--- src/rtl/alu_sequencer.sv ---
// alu_sequencer: multi-cycle 8-bit ALU that reads two operands from an external
// register bank, computes one of eight operations and writes the result back.
//
// Each command walks Idle -> RdA -> RdB -> Exec -> Wb, one cycle per state.
//
// Ports:
//   clk, rst           single clock, synchronous active-high reset
//   cmd_valid/ready    command handshake; ready only in Idle
//   cmd_op/rd/rs1/rs2  opcode, destination and source register addresses
//   rb_read_addr/data  bank read port (bank answers combinationally)
//   rb_we/write_addr/
//   rb_write_data      bank write port, active only in Wb
//   done               one-cycle pulse coincident with the write-back
//   flag_z, flag_c     zero and carry/borrow of the last executed operation
module alu_sequencer (
  input  logic       clk,
  input  logic       rst,
  input  logic       cmd_valid,
  output logic       cmd_ready,
  input  logic [2:0] cmd_op,
  input  logic [2:0] cmd_rd,
  input  logic [2:0] cmd_rs1,
  input  logic [2:0] cmd_rs2,
  output logic [2:0] rb_read_addr,
  input  logic [7:0] rb_read_data,
  output logic       rb_we,
  output logic [2:0] rb_write_addr,
  output logic [7:0] rb_write_data,
  output logic       done,
  output logic       flag_z,
  output logic       flag_c
);

  localparam logic [2:0] OpAdd = 3'b000;
  localparam logic [2:0] OpSub = 3'b001;
  localparam logic [2:0] OpAnd = 3'b010;
  localparam logic [2:0] OpOr  = 3'b011;
  localparam logic [2:0] OpXor = 3'b100;
  localparam logic [2:0] OpNot = 3'b101;
  localparam logic [2:0] OpShl = 3'b110;
  localparam logic [2:0] OpMov = 3'b111;

  typedef enum logic [2:0] {
    StIdle,
    StRdA,
    StRdB,
    StExec,
    StWb
  } state_e;

  state_e     state_q, state_d;
  logic [2:0] op_q, rd_q, rs1_q, rs2_q;
  logic [7:0] a_q, b_q, res_q;
  logic       flag_z_q, flag_c_q;

  logic [7:0] alu_res;
  logic       alu_c;
  logic [8:0] sum9;

  // Next-state logic
  always_comb begin
    state_d = state_q;
    unique case (state_q)
      StIdle:  if (cmd_valid) state_d = StRdA;
      StRdA:   state_d = StRdB;
      StRdB:   state_d = StExec;
      StExec:  state_d = StWb;
      StWb:    state_d = StIdle;
      default: state_d = StIdle;
    endcase
  end

  // Combinational ALU on the captured operands
  always_comb begin
    alu_res = 8'h00;
    alu_c   = 1'b0;
    sum9    = {1'b0, a_q} + {1'b0, b_q};
    unique case (op_q)
      OpAdd: begin
        alu_res = sum9[7:0];
        alu_c   = sum9[8];
      end
      OpSub: begin
        alu_res = a_q - b_q;
        alu_c   = (a_q < b_q);
      end
      OpAnd: alu_res = a_q & b_q;
      OpOr:  alu_res = a_q | b_q;
      OpXor: alu_res = a_q ^ b_q;
      OpNot: alu_res = ~a_q;
      OpShl: begin
        alu_res = {a_q[6:0], 1'b0};
        alu_c   = a_q[7];
      end
      OpMov: alu_res = b_q;
      default: alu_res = 8'h00;
    endcase
  end

  // State and datapath registers; reset clears everything, aborting any command
  always_ff @(posedge clk) begin
    if (rst) begin
      state_q  <= StIdle;
      op_q     <= 3'd0;
      rd_q     <= 3'd0;
      rs1_q    <= 3'd0;
      rs2_q    <= 3'd0;
      a_q      <= 8'h00;
      b_q      <= 8'h00;
      res_q    <= 8'h00;
      flag_z_q <= 1'b0;
      flag_c_q <= 1'b0;
    end else begin
      state_q <= state_d;
      if (state_q == StIdle && cmd_valid) begin
        op_q  <= cmd_op;
        rd_q  <= cmd_rd;
        rs1_q <= cmd_rs1;
        rs2_q <= cmd_rs2;
      end
      if (state_q == StRdA) a_q <= rb_read_data;
      if (state_q == StRdB) b_q <= rb_read_data;
      // Flags only move here, so they hold across the idle gap between commands
      if (state_q == StExec) begin
        res_q    <= alu_res;
        flag_z_q <= (alu_res == 8'h00);
        flag_c_q <= alu_c;
      end
    end
  end

  // Outputs are decoded from the current state only
  always_comb begin
    cmd_ready     = 1'b0;
    rb_read_addr  = 3'd0;
    rb_we         = 1'b0;
    rb_write_addr = 3'd0;
    rb_write_data = 8'h00;
    done          = 1'b0;
    unique case (state_q)
      StIdle: cmd_ready = 1'b1;
      StRdA:  rb_read_addr = rs1_q;
      StRdB:  rb_read_addr = rs2_q;
      StExec: ;
      StWb: begin
        rb_we         = 1'b1;
        rb_write_addr = rd_q;
        rb_write_data = res_q;
        done          = 1'b1;
      end
      default: ;
    endcase
  end

  assign flag_z = flag_z_q;
  assign flag_c = flag_c_q;

endmodule

--- config.mk ---
export PLATFORM = sky130hd
export DESIGN_NAME = alu_sequencer
export DESIGN_NICKNAME = d
export VERILOG_FILES = /design/src/rtl/alu_sequencer.sv
export SDC_FILE = /design/constraint.sdc
export NUM_CORES = 1
export LEC_CHECK = 0
export ABC_CLOCK_PERIOD_IN_PS = 2700
export CAP_MARGIN = 20
export CORE_ASPECT_RATIO = 0.8
export CORE_MARGIN = 2
export CORE_UTILIZATION = 55
export DETAILED_ROUTE_END_ITERATION = 8
export PLACE_DENSITY = 0.8
export SYNTH_ARGS = -nofsm -noshare
export SYNTH_HDL_FRONTEND = slang
export SYNTH_SLANG_ARGS = --single-unit
--- constraint.sdc ---
create_clock -name clk -period 2.7 [get_ports clk]
set_input_delay 0.54 -clock clk [delete_from_list [all_inputs] [get_ports clk]]
set_output_delay 0.54 -clock clk [all_outputs]
set_load 0.02 [all_outputs]
* Word-level counts from Yosys, hierarchy flattened *
Cells that the tools add are included.

cells by class
  reductions and logical operators = 4
  order comparisons = 1
  multiply operators = 0
  shift operators = 0
  equality and inequality tests = 12
  $add $sub $neg = 2
  muxes and demuxes = 9
  bitwise gates (word level) = 4
  divide/modulo/power cells = 0

operators with widths
  cell                number
  $pmux 8 s8          1
  $eq 3x3->1 const B  5
  $eq 3x2->1 const B  4
  $pmux 3 s4          1
  $add 8x8->9         1
  $and 8x8->8         1
  $logic_not 8->1     1
  $lt 8x8->1          1
  $mux 8              1
  $not 8->8           1
  $or 8x8->8          1
  $sub 8x8->8         1
  $xor 8x8->8         1
  $eq 3x1->1 const B  2
  $logic_not 3->1     2
  $mux 3              2
  $pmux 3 s2          1
  $pmux 1 s3          1
  $mux 1              2
  $ne 2x2->1 const B  1
  $logic_and 1x1->1   1

storage, ports and cells
  memory bits (read-only) = 0
  input port bits = 23
  bits in latches = 0
  logic and storage cells = 42
  register bits = 41
  memory bits (writable) = 0
  memories kept = 0
  output and inout port bits = 19

* Depth between registers and ports, before layout *
  word-level depth = 3
  depth in mapped cells = 10
  depth with buffers taken out = 10

* Worst setup path after synthesis *
OpenSTA, ideal clock, no wires.

  path type = register to register
  start point = reg a_q[1]
  end point = reg flag_z_q (netlist: flag_z)
  slack = 0.454 ns
  arrival = 2.187 ns
  path buffers = 0
  cell stages (with the launch flop) = 10
  period minus slack after synthesis = 2.246 ns
  setup time = 0.059 ns
  required time = 2.641 ns
  cell sequence = dfxtp_1 -> inv_1 -> ha_1 -> nor2_1 -> o311a_4 -> or4_1 -> nand4_1 -> a32oi_1 -> nor3_1 -> a31o_1

between the ends
  longest elaborated chain between the ends = 3
  elaborated cells on any way between the ends = 8
  classes of those cells = 2 x add/sub; 1 x mux; 4 x bitwise; 1 x reduce/logical

ends and longest elaborated chain
  item                                       line  RTL
  start: declaration                         53    logic [7:0] a_q, b_q, res_q;
  start signal: assignment                   121   if (state_q == StRdA) a_q <= rb_read_data;
  $sub 8x8->8, or another cell as far along  84    alu_res = a_q - b_q;
  $pmux 8 s8 (*)                             78    unique case (op_q)
  $logic_not 8->1 (*)                        126   flag_z_q <= (alu_res == 8'h00);
  end signal: assignment                     126
  end: declaration                           54    logic flag_z_q, flag_c_q;

Every way passes the cells marked *; elsewhere a longest branch is shown, timed or not.
A chain may end at the register's enable or synchronous reset.

* Worst setup path in the final report *
  start point = reg state_q[2]
  end point = out rb_write_data[7]

between the ends
  longest elaborated chain between the ends = 2

ends and longest elaborated chain
  item                      line  RTL
  start: declaration        51    state_e state_q, state_d;
  start signal: assignment  103   state_q <= StIdle;
  start signal: assignment  114   state_q <= state_d;
  $eq 3x3->1                140   unique case (state_q)
  $mux 8                    140
  end: declaration          28    output logic [7:0] rb_write_data,

No other way between the ends.

==> summary.md <==
| Metric | Value |
|---|---|
| CTS buffer count | 5 |
| GR Overflow Total | 0 |
| Max-Cap Viols | 0 |
| Synthesized instance count | 395 |
| # diodes | 0 |
| Core area | 0.00538 sq mm |
| Critical path class | reg2out |
| Num rows | 24 |
| Top_reg_cell synth | dfxtp_1 |
| Crit. End Element | output port |
| Flop and latch count out of synthesis | 41 |
| Hold-fix buffers, CTS | 0 |
| Initial Util | 56.1% |
| Layout cell share with drive strength beyond 1 | 7.42% |
| Drc violations | 0 |
| # clock sinks | 41 |
| Hpwl dp | 6.01 mm |
| Final critical-path required period | 2.58 ns |
| Arrival time worst endpoint | 2.04 ns |
| Root Driver | clkbuf_8 |
| Avg Inst Size Synth | 7.64 sq um |
| # IOs | 42 |
| H-Tree Depth | 2 |
| Fin nets | 479 |
| Die Wd | 86.8 um |
| Clock-pin slew on the worst setup and hold paths | 0.08 ns |
| Post-synthesis sequential area ratio | 27.2% |
| Vias in the first global route | 2820 |
| EDFF count, synth | 0 |
| Final Cycle Share | 95.7% |
| Peak supply drop | 0.000332 V |
| Area Growth Syn to Fin | 18.6% |
| DR vias/cell | 6.00 |
| Gr busiest metal | met2 |
| Initial antenna violation count | 0 |
| Longest Clk Path Bufs | 2 |
| Placed Cells | 488 |
| Finish-stage setup viols | 0 |
| CTS tree | yes |
| Worst-path fanout max | 13 |
| Die footprint | 0.00610 sq mm |
| Worst path max stage delay | 0.62 ns |
| Die Span Y | 70.3 um |
| Crit path max-delay family | buffers and inverters |
| Post-route non-filler standard cell count | 496 |
| Most frequent cells in the layout | nor2_1, a21oi_1, clkdlybuf4s50_1, nand2_1, dfxtp_1 |
| ANT nets after route | 0 |
| Met1 usage in global routing | 38.8% |
| Worst Skew | 0.0112 ns |
| Slew HR | 59.4% |
| Gpl congestion | 1.01 |
| Setup TNS | 0 ns |
| # port buffers | 41 |
| Count of cell types in the netlist | 62 |
| Slowest CP cell | clkdlybuf4s50_1 |
| Most common cell after layout, fill and taps aside | nor2_1 |
| Status | complete, no violations |
| Static Leak | 1.35 nW |
| Gr usage total | 27.7% |
| Final wirelength | 8.04 mm |
| Area of the mapped netlist | 0.00302 sq mm |
| Worst-margin pin slew | 0.608 ns |
| Hold Violations, Final | 0 |
| Power per cell area | 494 mW/mm^2 |
| DR WL/cell | 16.2 um |
| Fmax | 0.387 GHz |
| Met3 usage | 6.15% |
| Yosys warns | 0 |
| WP data required | 2.16 ns |
| Syn_nets | 444 |
| CP Buf/Inv Count | 2 |
| First-pass GRT wire length | 13.5 mm |
| DR vias | 2976 |
| CP Launch Type | flip-flop |
| Ys async rst share | 0% |
| DRT iter0 DRCs | 287 |
| Hold Path Class | reg2reg |
| FILL cells | 452 |
| M2 GR Usage | 42.8% |
| Worst-skew pair later-pin latency | 0.29 ns |
| Drt first pass iters | 5 |
| RSZ-0062 raised after global routing | no |
| Critical path cell sequence | nor3b_1, buf_4, and2_1, clkdlybuf4s50_1 |
| Slew Limit Fails | 0 |
| Largest net degree at the start of global routing | 34 |
power by group:
part           internal (mW)  switching (mW)
clock network          0.302           0.219
registers              0.644          0.0458
logic                  0.239           0.317
synth_stat cells, drive strengths merged (3+ instances only):
| master | instances | area [sq um] |
|---|---|---|
| a211oi | 10 | 80.1 |
| a21oi | 44 | 220 |
| a22o | 5 | 45.0 |
| and2 | 13 | 81.3 |
| buf | 9 | 66.3 |
| clkbuf | 16 | 90.1 |
| dfxtp | 41 | 821 |
| ha | 24 | 300 |
| inv | 27 | 101 |
| mux2i | 4 | 40.0 |
| nand2 | 40 | 150 |
| nand2b | 14 | 90.1 |
| nand3 | 3 | 15.0 |
| nor2 | 53 | 199 |
| nor2b | 6 | 37.5 |
| nor3 | 7 | 35.0 |
| nor3b | 5 | 47.5 |
| o21ai | 16 | 80.1 |
| o21bai | 4 | 30.0 |
| o221ai | 3 | 26.3 |
| o22ai | 5 | 31.3 |
| o311a | 3 | 41.3 |
| or2 | 3 | 18.8 |
| xnor2 | 3 | 26.3 |
| xor2 | 3 | 26.3 |
timing repair:
item / in CTS / in global routing
gates resized for setup: 0 / 4
endpoints found under the setup margin: 0 / 4
setup buffers: 0 / 0
sequential cells by signal, summed over array words and instances (netlist names):
register,flops
flag_c,1
b_q,8
res_q,8
rd_q,3
a_q,8
state_q,3
op_q,3
flag_z,1
rs2_q,3
rs1_q,3
worst paths after layout:
check | from | end | slack (ns) | depth (start not counted)
max | state_q[2] | rb_write_data[7] | 0.12 | 4
min | rd_q[1] | rd_q[1] | 0.45 | 2
max reg2reg | b_q[0] | flag_c | 0.23 | 10
min reg2reg | rd_q[1] | rd_q[1] | 0.45 | 2
worst register-to-register path: cells and delay by family (launching register included):
kind,cells,cell delay [ns]
buffers and inverters,1,0.06
adder cells (fa/ha/maj),2,0.61
flip-flops,1,0.39
AO/OA/AOI/OAI,6,1.15
AND/OR/NAND/NOR,1,0.18
through the flow:
step | instance area (sq um) | hold WS, ns | util (%) | setup slack (ns) | total power [mW]
6_report | 3580 | 0.451 | 66.6 | 0.116 | 1.77
4_1_cts | 3560 | 0.454 | 66.2 | 0.119 | 1.76
5_1_grt | 3580 | 0.478 | 66.6 | 0.00487 | 1.85
3_3_place_gp | 3440 | 0.438 | 64.1 | 0.290 | 1.22
3_5_place_dp | 3440 | 0.444 | 64.1 | 0.241 | 1.24
2_1_floorplan | 3020 | 0.432 | - | 0.454 | 1.08
per-layer routing:
layer | up-vias | wire length (um)
met1 | 1376 | 3620
met3 | 26 | 637
met5 | - | 0
li1 | 1429 | -
met4 | 0 | 231
met2 | 145 | 3550
kinds of logic (layout without fill, tap and decap cells):
| logic type | after synthesis | after routing | share of synthesized area (%) |
|---|---|---|---|
| buffers and inverters | 52 | 88 | 8.54 |
| AND/OR/NAND/NOR | 154 | 154 | 24.7 |
| AO/OA/AOI/OAI | 109 | 109 | 23.7 |
| adder cells (fa/ha/maj) | 26 | 26 | 11.3 |
| XOR/XNOR | 6 | 6 | 1.74 |
| flip-flops | 41 | 41 | 27.2 |
| multiplexers | 7 | 7 | 2.82 |
cell type report:
class	instances	area, sq um	area share, %
repair buffers	53	500	14.0
well taps	65	81.3	2.27
multi-input cells	302	1960	54.7
flip-flops and latches	41	822	23.0
inverters	27	101	2.83
clock inverters	1	30.0	0.839
clock buffers	7	86.3	2.41
No activity file was read; power rests on OpenSTA's default activity.
